==> src/rtl/flip_candidate_selector_if.sv <==
// Handshake and data bundle for flip_candidate_selector: candidate-set input side and selection result side.
interface flip_candidate_selector_if #(
    parameter int K    = 3,
    parameter int BW   = 5,
    parameter int IDXW = 2
);
    logic            in_valid_i;
    logic            in_ready_o;
    logic [K*BW-1:0] break_values_i;
    logic [K-1:0]    cand_valid_i;
    logic [31:0]     random_i;
    logic            sel_valid_o;
    logic            sel_ready_i;
    logic [IDXW-1:0] select_o;
    logic            select_none_o;
    logic            random_walk_o;
    logic [BW-1:0]   select_break_o;

    modport slave (
        input  in_valid_i, break_values_i, cand_valid_i, random_i, sel_ready_i,
        output in_ready_o, sel_valid_o, select_o, select_none_o, random_walk_o, select_break_o
    );

    modport master (
        output in_valid_i, break_values_i, cand_valid_i, random_i, sel_ready_i,
        input  in_ready_o, sel_valid_o, select_o, select_none_o, random_walk_o, select_break_o
    );
endinterface

==> src/rtl/flip_candidate_selector.sv <==
// Picks a variable to flip from a clause: greedy minimum break value or random walk by rank.
// Optional macro FLIP_SEL_RAND_TIEBREAK_EN: greedy equal-break ties broken by random bits R[16+i].
module flip_candidate_selector #(
    parameter int          K        = 3,
    parameter int          BW       = 5,
    parameter int          IDXW     = 2,
    parameter logic [31:0] P_THRESH = 32'h6E147AE0
) (
    input logic                      clk,
    input logic                      reset,
    flip_candidate_selector_if.slave bus
);
    localparam int CW   = $clog2(K + 1);
    localparam int NPAD = 1 << IDXW;

    typedef enum logic [1:0] {IDLE, SCAN, DONE} state_t;

    state_t          state_reg, state_next;
    logic [IDXW-1:0] idx_reg, idx_next;
    logic [K*BW-1:0] brk_reg, brk_next;
    logic [K-1:0]    valid_reg, valid_next;
    logic [31:0]     rand_reg, rand_next;
    logic            walk_reg, walk_next;
    logic [CW-1:0]   target_reg, target_next;
    logic [CW-1:0]   rank_reg, rank_next;
    logic [IDXW-1:0] best_idx_reg, best_idx_next;
    logic [BW-1:0]   best_brk_reg, best_brk_next;
    logic            have_best_reg, have_best_next;
    logic [IDXW-1:0] select_reg, select_next;
    logic            none_reg, none_next;
    logic            walk_out_reg, walk_out_next;
    logic [BW-1:0]   sel_brk_reg, sel_brk_next;

    // Padded views so the scan index can address them without range issues.
    logic [BW-1:0]   brk_arr [NPAD];
    logic [NPAD-1:0] valid_pad;

    genvar gi;
    generate
        for (gi = 0; gi < NPAD; gi++) begin : g_pad
            if (gi < K) begin : g_live
                assign brk_arr[gi]   = brk_reg[gi*BW +: BW];
                assign valid_pad[gi] = valid_reg[gi];
            end else begin : g_zero
                assign brk_arr[gi]   = '0;
                assign valid_pad[gi] = 1'b0;
            end
        end
    endgenerate

    logic [CW-1:0]      nvalid;
    logic [16+CW-1:0]   prod;
    logic               cur_valid;
    logic [BW-1:0]      cur_brk;
    logic               take;
    logic               tie_take;
    logic               done_now;
    logic [4:0]         tie_bit;

    always_comb begin
        nvalid = '0;
        for (int i = 0; i < K; i++) begin
            nvalid = nvalid + CW'(bus.cand_valid_i[i]);
        end
        prod = {{CW{1'b0}}, bus.random_i[15:0]} * {16'd0, nvalid};
    end

    always_comb begin
        state_next     = state_reg;
        idx_next       = idx_reg;
        brk_next       = brk_reg;
        valid_next     = valid_reg;
        rand_next      = rand_reg;
        walk_next      = walk_reg;
        target_next    = target_reg;
        rank_next      = rank_reg;
        best_idx_next  = best_idx_reg;
        best_brk_next  = best_brk_reg;
        have_best_next = have_best_reg;
        select_next    = select_reg;
        none_next      = none_reg;
        walk_out_next  = walk_out_reg;
        sel_brk_next   = sel_brk_reg;
        cur_valid      = valid_pad[idx_reg];
        cur_brk        = brk_arr[idx_reg];
        take           = 1'b0;
        tie_take       = 1'b0;
        done_now       = 1'b0;
        tie_bit        = 5'd16 + 5'(idx_reg);

        case (state_reg)
            IDLE: begin
                if (bus.in_valid_i) begin
                    brk_next       = bus.break_values_i;
                    valid_next     = bus.cand_valid_i;
                    rand_next      = bus.random_i;
                    walk_next      = bus.random_i > P_THRESH;
                    target_next    = prod[16+CW-1:16];
                    idx_next       = '0;
                    rank_next      = '0;
                    have_best_next = 1'b0;
                    if (nvalid == '0) begin
                        state_next    = DONE;
                        select_next   = '0;
                        none_next     = 1'b1;
                        sel_brk_next  = '0;
                        walk_out_next = bus.random_i > P_THRESH;
                    end else begin
                        state_next = SCAN;
                    end
                end
            end
            SCAN: begin
                if (walk_reg) begin
                    if (cur_valid) begin
                        if (rank_reg == target_reg) begin
                            best_idx_next = idx_reg;
                            best_brk_next = cur_brk;
                        end
                        rank_next = rank_reg + CW'(1);
                    end
                end else if (cur_valid) begin
`ifdef FLIP_SEL_RAND_TIEBREAK_EN
                    tie_take = (cur_brk == best_brk_reg) && rand_reg[tie_bit];
`else
                    tie_take = 1'b0;
`endif
                    take = !have_best_reg || (cur_brk < best_brk_reg) || tie_take;
                    if (take) begin
                        best_idx_next  = idx_reg;
                        best_brk_next  = cur_brk;
                        have_best_next = 1'b1;
                    end
                    // A zero-break flip cannot be beaten, so stop scanning.
                    done_now = (cur_brk == '0);
                end
                if (done_now || idx_reg == IDXW'(K - 1)) begin
                    state_next    = DONE;
                    select_next   = best_idx_next;
                    sel_brk_next  = best_brk_next;
                    none_next     = 1'b0;
                    walk_out_next = walk_reg;
                end else begin
                    idx_next = idx_reg + IDXW'(1);
                end
            end
            DONE: begin
                if (bus.sel_ready_i) begin
                    state_next = IDLE;
                end
            end
            default: state_next = IDLE;
        endcase
    end

    always_ff @(posedge clk) begin
        if (reset) begin
            state_reg     <= IDLE;
            idx_reg       <= '0;
            brk_reg       <= '0;
            valid_reg     <= '0;
            rand_reg      <= '0;
            walk_reg      <= 1'b0;
            target_reg    <= '0;
            rank_reg      <= '0;
            best_idx_reg  <= '0;
            best_brk_reg  <= '0;
            have_best_reg <= 1'b0;
            select_reg    <= '0;
            none_reg      <= 1'b0;
            walk_out_reg  <= 1'b0;
            sel_brk_reg   <= '0;
        end else begin
            state_reg     <= state_next;
            idx_reg       <= idx_next;
            brk_reg       <= brk_next;
            valid_reg     <= valid_next;
            rand_reg      <= rand_next;
            walk_reg      <= walk_next;
            target_reg    <= target_next;
            rank_reg      <= rank_next;
            best_idx_reg  <= best_idx_next;
            best_brk_reg  <= best_brk_next;
            have_best_reg <= have_best_next;
            select_reg    <= select_next;
            none_reg      <= none_next;
            walk_out_reg  <= walk_out_next;
            sel_brk_reg   <= sel_brk_next;
        end
    end

    assign bus.in_ready_o     = (state_reg == IDLE);
    assign bus.sel_valid_o    = (state_reg == DONE);
    assign bus.select_o       = select_reg;
    assign bus.select_none_o  = none_reg;
    assign bus.random_walk_o  = walk_out_reg;
    assign bus.select_break_o = sel_brk_reg;
endmodule

==> src/flat_wrapper.sv <==
// flat-port wrapper written by rule: the top's interface ports become plain ports
module flip_candidate_selector_flat 
#(
    parameter int          K        = 3,
    parameter int          BW       = 5,
    parameter int          IDXW     = 2,
    parameter logic [31:0] P_THRESH = 32'h6E147AE0
)
  (clk, reset, bus_in_valid_i, bus_break_values_i, bus_cand_valid_i, bus_random_i, bus_sel_ready_i, bus_in_ready_o, bus_sel_valid_o, bus_select_o, bus_select_none_o, bus_random_walk_o, bus_select_break_o);
  flip_candidate_selector_if #(.K(K), .BW(BW), .IDXW(IDXW)) bus_i ();
  input logic clk;
  input logic reset;
  input wire logic [$bits(bus_i.in_valid_i)-1:0] bus_in_valid_i;
  input wire logic [$bits(bus_i.break_values_i)-1:0] bus_break_values_i;
  input wire logic [$bits(bus_i.cand_valid_i)-1:0] bus_cand_valid_i;
  input wire logic [$bits(bus_i.random_i)-1:0] bus_random_i;
  input wire logic [$bits(bus_i.sel_ready_i)-1:0] bus_sel_ready_i;
  output wire logic [$bits(bus_i.in_ready_o)-1:0] bus_in_ready_o;
  output wire logic [$bits(bus_i.sel_valid_o)-1:0] bus_sel_valid_o;
  output wire logic [$bits(bus_i.select_o)-1:0] bus_select_o;
  output wire logic [$bits(bus_i.select_none_o)-1:0] bus_select_none_o;
  output wire logic [$bits(bus_i.random_walk_o)-1:0] bus_random_walk_o;
  output wire logic [$bits(bus_i.select_break_o)-1:0] bus_select_break_o;
  assign bus_i.in_valid_i = bus_in_valid_i;
  assign bus_i.break_values_i = bus_break_values_i;
  assign bus_i.cand_valid_i = bus_cand_valid_i;
  assign bus_i.random_i = bus_random_i;
  assign bus_i.sel_ready_i = bus_sel_ready_i;
  assign bus_in_ready_o = bus_i.in_ready_o;
  assign bus_sel_valid_o = bus_i.sel_valid_o;
  assign bus_select_o = bus_i.select_o;
  assign bus_select_none_o = bus_i.select_none_o;
  assign bus_random_walk_o = bus_i.random_walk_o;
  assign bus_select_break_o = bus_i.select_break_o;
  flip_candidate_selector #(.K(K), .BW(BW), .IDXW(IDXW), .P_THRESH(P_THRESH)) u_core (.clk(clk), .reset(reset), .bus(bus_i));
endmodule
==> config.mk <==
export PLATFORM = sky130hd
export DESIGN_NAME = flip_candidate_selector_flat
export DESIGN_NICKNAME = d
export VERILOG_FILES = /design/src/rtl/flip_candidate_selector_if.sv /design/src/rtl/flip_candidate_selector.sv /design/src/flat_wrapper.sv
export SDC_FILE = /design/constraint.sdc
export NUM_CORES = 1
export LEC_CHECK = 0
export ABC_CLOCK_PERIOD_IN_PS = 5000
export CORE_ASPECT_RATIO = 2
export CORE_MARGIN = 8
export CORE_UTILIZATION = 54
export CTS_CLUSTER_DIAMETER = 120
export DETAILED_ROUTE_END_ITERATION = 8
export PLACE_DENSITY_LB_ADDON = 0.15
export REMOVE_ABC_BUFFERS = 1
export SYNTH_ARGS = -nofsm -noshare
export SYNTH_HDL_FRONTEND = slang
export SYNTH_SLANG_ARGS = --single-unit
==> constraint.sdc <==
create_clock -name clk -period 5 [get_ports clk]
set_input_delay 1 -clock clk [delete_from_list [all_inputs] [get_ports clk]]
set_output_delay 1 -clock clk [all_outputs]
set_load 0.01 [all_outputs]
## After elaboration in Yosys (flattened, before gate mapping)

Cells that the tools add are included.

- $lt $le $gt $ge: 4
- Bitwise logic cells: 1
- Equal/unequal tests: 13
- Div/mod/pow operators: 0
- Multipliers: 1
- Mux-type cells: 50
- Shift operators: 0
- $add $sub $neg: 4
- Reduce and logical (&&, ||, !) cells: 13

Operators by type and width:

| operator | number |
|---|---|
| 2-to-1 mux 5 bit | 10 |
| greater-than comparator 32 x 31 -> 1 bit, second input constant | 1 |
| 2-to-1 mux 2 bit | 16 |
| multiplier 16 x 2 -> 18 bit | 1 |
| 2-to-1 mux 1 bit | 14 |
| one-hot mux 2 bit (2 select lines) | 3 |
| binary-select mux 5 bit (select 2 bit) | 1 |
| inequality test 2 x 1 -> 1 bit, second input constant | 5 |
| one-hot mux 5 bit (2 select lines) | 1 |
| inequality test 2 bit, second input constant | 4 |
| AND reduction 4 bit | 2 |
| one-hot mux 1 bit (2 select lines) | 3 |
| one-hot mux 2 bit (3 select lines) | 1 |
| AND reduction 3 bit | 2 |
| zero test 5 bit | 1 |
| < comparator 5 bit | 1 |
| AND reduction 5 bit | 1 |
| adder 2 x 1 -> 2 bit, second input constant | 2 |
| == test 2 bit, second input constant | 2 |
| zero test 2 bit | 2 |
| >= comparator 3 bit, second input constant | 1 |
| < comparator 2 x 3 -> 1 bit, second input constant | 1 |
| NOT 2 -> 3 bit | 1 |
| adder 1 x 1 -> 2 bit | 1 |
| 8 further kinds | 9 |

- Input port bits: 54
- Register bits after elaboration: 44
- Latch bits: 0
- Memories kept: 0
- ROM bits: 0
- Memory bits (writable): 0
- Output and inout port bits: 11

## Depth between registers and ports, before layout

- Depth after elaboration: 11
- Mapped depth: 12
- Mapped depth without buffers: 10

## Least setup slack after synthesis

Ideal clock, no wire load.

- Kind: input-to-reg
- Start point: input port bus_cand_valid_i[0]
- End point: register u_core.target_reg[0]
- Arrival: 3292 ps
- Setup time: 122 ps
- Setup slack: 1586 ps
- Path buffers: 1
- Cell stages on the path: 9
- Required time: 4878 ps
- Cells stage by stage: fa_1 -> clkbuf_1 -> and2_1 -> ha_1 -> a211oi_1 -> nor2_1 -> a2111oi_0 -> o21ai_0 -> a311o_1

- Word-level cells in the longest chain between the ends: 3

RTL lines:

| what | line | text |
|---|---|---|
| start: declaration | flat_wrapper.sv:15 | `input wire logic [$bits(bus_i.cand_valid_i)-1:0] bus_cand_valid_i;` |
| adder 1 x 1 -> 2 bit | flip_candidate_selector.sv:63 | `nvalid = nvalid + CW'(bus.cand_valid_i[i]);` |
| adder 2 x 1 -> 2 bit | flip_candidate_selector.sv:63 |  |
| multiplier 16 x 2 -> 18 bit | flip_candidate_selector.sv:65 | `prod = {{CW{1'b0}}, bus.random_i[15:0]} * {16'd0, nvalid};` |
| end signal: assignment | flip_candidate_selector.sv:180 | `target_reg <= target_next;` |
| end: declaration | flip_candidate_selector.sv:24 | `logic [CW-1:0] target_reg, target_next;` |

No other way between the ends.
A chain may end at the register's enable or synchronous reset.

## Worst setup path after layout

Same ends and word-level chain as after synthesis.

==> results_dict.tcl <==
set metrics [dict create \
    max_freq_mhz 253 \
    final_cell_mix "64 x clkdlybuf4s50_1, 57 x nand2_1, 44 x dfxtp_1" \
    combPwrFrac_pct 25.9 \
    synth_ff_type "dfxtp_1" \
    min_to "u_core.brk_reg[14]" \
    grt_pass1_wl_um 11700 \
    hpwl_um 5450 \
    worstHoldPathCells 2 \
    clk_pin_slew_ns 0.08 \
    drive_gt1_share_pct 4.86 \
    die_area_um2 7700 \
    fillCellCount 416 \
    postCtsHoldBufs 0 \
    cts_tree "yes" \
    relSlewSlack_pct 39.6 \
    start_kind "primary input" \
    r2r_start "u_core.idx_reg[0]" \
    first_pass_iters 5 \
    syn-instance-count 336 \
    drc_errors 0 \
    largest_reg_flops 15 \
    ys_warn_count 0 \
    track_usage_pct 18.7 \
    synth_edf_count 0 \
    leakagePower_nw 1.34 \
    p_per_area_nw_per_um2 254 \
    r2r_cells 9 \
    crit_arrival_ns 4.19 \
    rrSetupSlack_ns 2.08 \
    power.total_mw 0.880 \
    port-buffer-count 64 \
    grt_pass1_vias 2785 \
    final_cells 448 \
    core_area_um2 4860 \
    tightest_slew_ns 0.906 \
    internal-power_mw 0.627 \
    final_common_cell "clkdlybuf4s50_1" \
    rows 36 \
    status "finished clean" \
    async_flop_share_pct 0 \
    cts_setup_buffers 0 \
    clk_latency_ns 0.29 \
    diodes 0 \
    cts_max_level 2 \
    area_growth_pct 27.1 \
    grt_max_degree 27 \
    multiInputGateArea_um2 1710 \
    cp-end-kind "flip-flop" \
    drtIter0Drc 126 \
    hold_slack_ns 0.460 \
    die_w_um 66.2 \
    hp-start "u_core.brk_reg[14]" \
    grt_overflow_total 0 \
    drv_cap 0 \
    cp_data_required_time_ns 5.24 \
    num_io_pins 65 \
    switchingPower_mw 0.253 \
    critPathKind "in -> reg" \
    critical_path.top_delay_family "adder cells" \
    gp_congestion 0.892 \
    crit_path_frequent_cell "o21ai_0" \
    clock-sinks 44 \
    reg2reg_to "u_core.bus.select_break_o[1]" \
    path_max_fanout 17 \
    crit_buf_inv 1 \
    vias 2617 \
    place_inst 440 \
    netlist_area_um2 2720 \
    cts_root_buffer "clkbuf_8" \
    seqPwrFrac_pct 43.9 \
    fin_nets 464 \
    synth_area_per_cell_um2 8.10 \
    setup_tns_ns 0 \
    cts-buffers-inserted 5 \
    peakVddDrop_mv 0.221 \
    antenna_found_initial 0 \
    rsz0062_at_grt "no" \
    finalMaxSlewViolations 0 \
    start_util_pct 55.9 \
    wirelength_um 6970 \
    critPathMaxStageDelay_ns 0.85 \
    setup_violations 0 \
    period_share_pct 79.0 \
    yosysUniqueCellTypes 49 \
    seq_area_um2 881 \
    power_frac_clock_pct 30.2 \
    ys_ff_latch 44 \
    final_hold_viol_count 0 \
    period_needed_ns 3.95 \
    hold_path.class "reg -> reg" \
    cts_resized 0 \
    yosysSeqAreaShare_pct 32.4 \
    p_sw_share_pct 28.7 \
    skew_ns 0.00433 \
    clockBufferDepth 2 \
    viasPerCell 5.84 \
    antenna_left 0 \
    chipHeight_um 116 \
    cp-startpoint "bus_cand_valid_i[0]" \
    wl_per_cell_um 15.6 \
    crit_path_cell_trace "clkdlybuf4s50_1, fa_1, and2_1, ha_1, a211oi_1, o21ai_0, a2111oi_0, o21ai_0, nor4_1, a311o_1" \
    cp_slowest_cell "fa_1" \
]
## synthesized netlist by cell type, types with 2 or more instances
library cell  instances  area [µm²]
a21oi_1              36         180
nand2_1              57         214
o22ai_1               3        18.8
o22ai_2               2        25.0
or3_1                 2        12.5
dfxtp_1              44         881
buf_6                 2        22.5
nor2b_1               4        25.0
buf_2                 2        10.0
and2_1               28         175
o2bb2ai_1             7        61.3
a31oi_1               2        12.5
nor3_1                7        35.0
nand3_1               7        35.0
nand4_1               6        37.5
o21ai_0               9        45.0
clkbuf_1             13        48.8
inv_1                 8        30.0
ha_1                 19         238
nor2_1               18        67.6
nor3b_1               2        15.0
a21oi_2               2        17.5
xor2_1                2        17.5
nor4_1                2        12.5
nand2b_1              3        18.8
mux2i_1              18         180
buf_4                 2        15.0
a211oi_1              8        60.1
## layout make-up
cell class / count / share of cell area, %
multi-input cells: 265 / 49.5
flip-flops and latches: 44 / 25.5
repair buffers: 66 / 19.0
clock buffers: 6 / 2.10
well taps: 57 / 2.06
clock inverters: 2 / 1.01
inverters: 8 / 0.868
## tightest hold or removal path: cells and delay by family (launching register included)
kind               cells  cell delay, ns
and+or+nand+nor        1            0.05
AOI/OAI and AO/OA      1            0.05
DFF                    1            0.32
## through the flow
step | instance area [µm²] | utilization (%) | setup WS, ns
after detailed placement | 3350 | 68.9 | 0.722
after global routing | 3460 | 71.1 | 0.635
final | 3460 | 71.1 | 1.05
after floorplan | 2620 | - | 1.67
after global placement | 3350 | 68.9 | 0.953
after CTS | 3460 | 71.1 | 1.01
## power by group through the flow
stage	combinational [mW]	sequential, mW	clock, mW
floorplan	0.132	0.391	0
global placement	0.221	0.394	0
detailed placement	0.228	0.394	0
CTS	0.230	0.386	0.268
global route	0.255	0.389	0.280
finish	0.228	0.386	0.266
## metal layers
layer | routed length (µm) | GRT usage, % | part of all wire (%) | vias up
li1 | - | - | - | 1304
met1 | 2370 | 16.3 | 34 | 1250
met2 | 4220 | 38.2 | 60 | 49
met3 | 163 | 2.21 | 2.3 | 14
met4 | 224 | 10.0 | 3.2 | 0
met5 | 0 | 0 | 0 | -
## kinds of logic after synthesis
kind of cell / count (synthesis) / synth area share [%]
muxes: 19 / 7.04
xor gates and xnor gates: 2 / 0.644
DFF: 44 / 32.4
adders and majority gates: 20 / 9.48
AOI/OAI and AO/OA: 80 / 18.9
buffers and inverters: 27 / 4.65
and+or+nand+nor: 144 / 26.9
## worst max path at each step
stage | cells past startpoint | slack [ns] | to
2_1_floorplan | 8 | 1.67 | u_core.target_reg[0]
3_3_place_gp | 10 | 0.95 | u_core.target_reg[0]
3_5_place_dp | 10 | 0.72 | u_core.target_reg[0]
4_1_cts | 10 | 1.01 | u_core.target_reg[0]
5_1_grt | 10 | 0.63 | u_core.target_reg[0]
6_report | 10 | 1.05 | u_core.target_reg[0]
No activity file was read; power rests on OpenSTA's default activity.
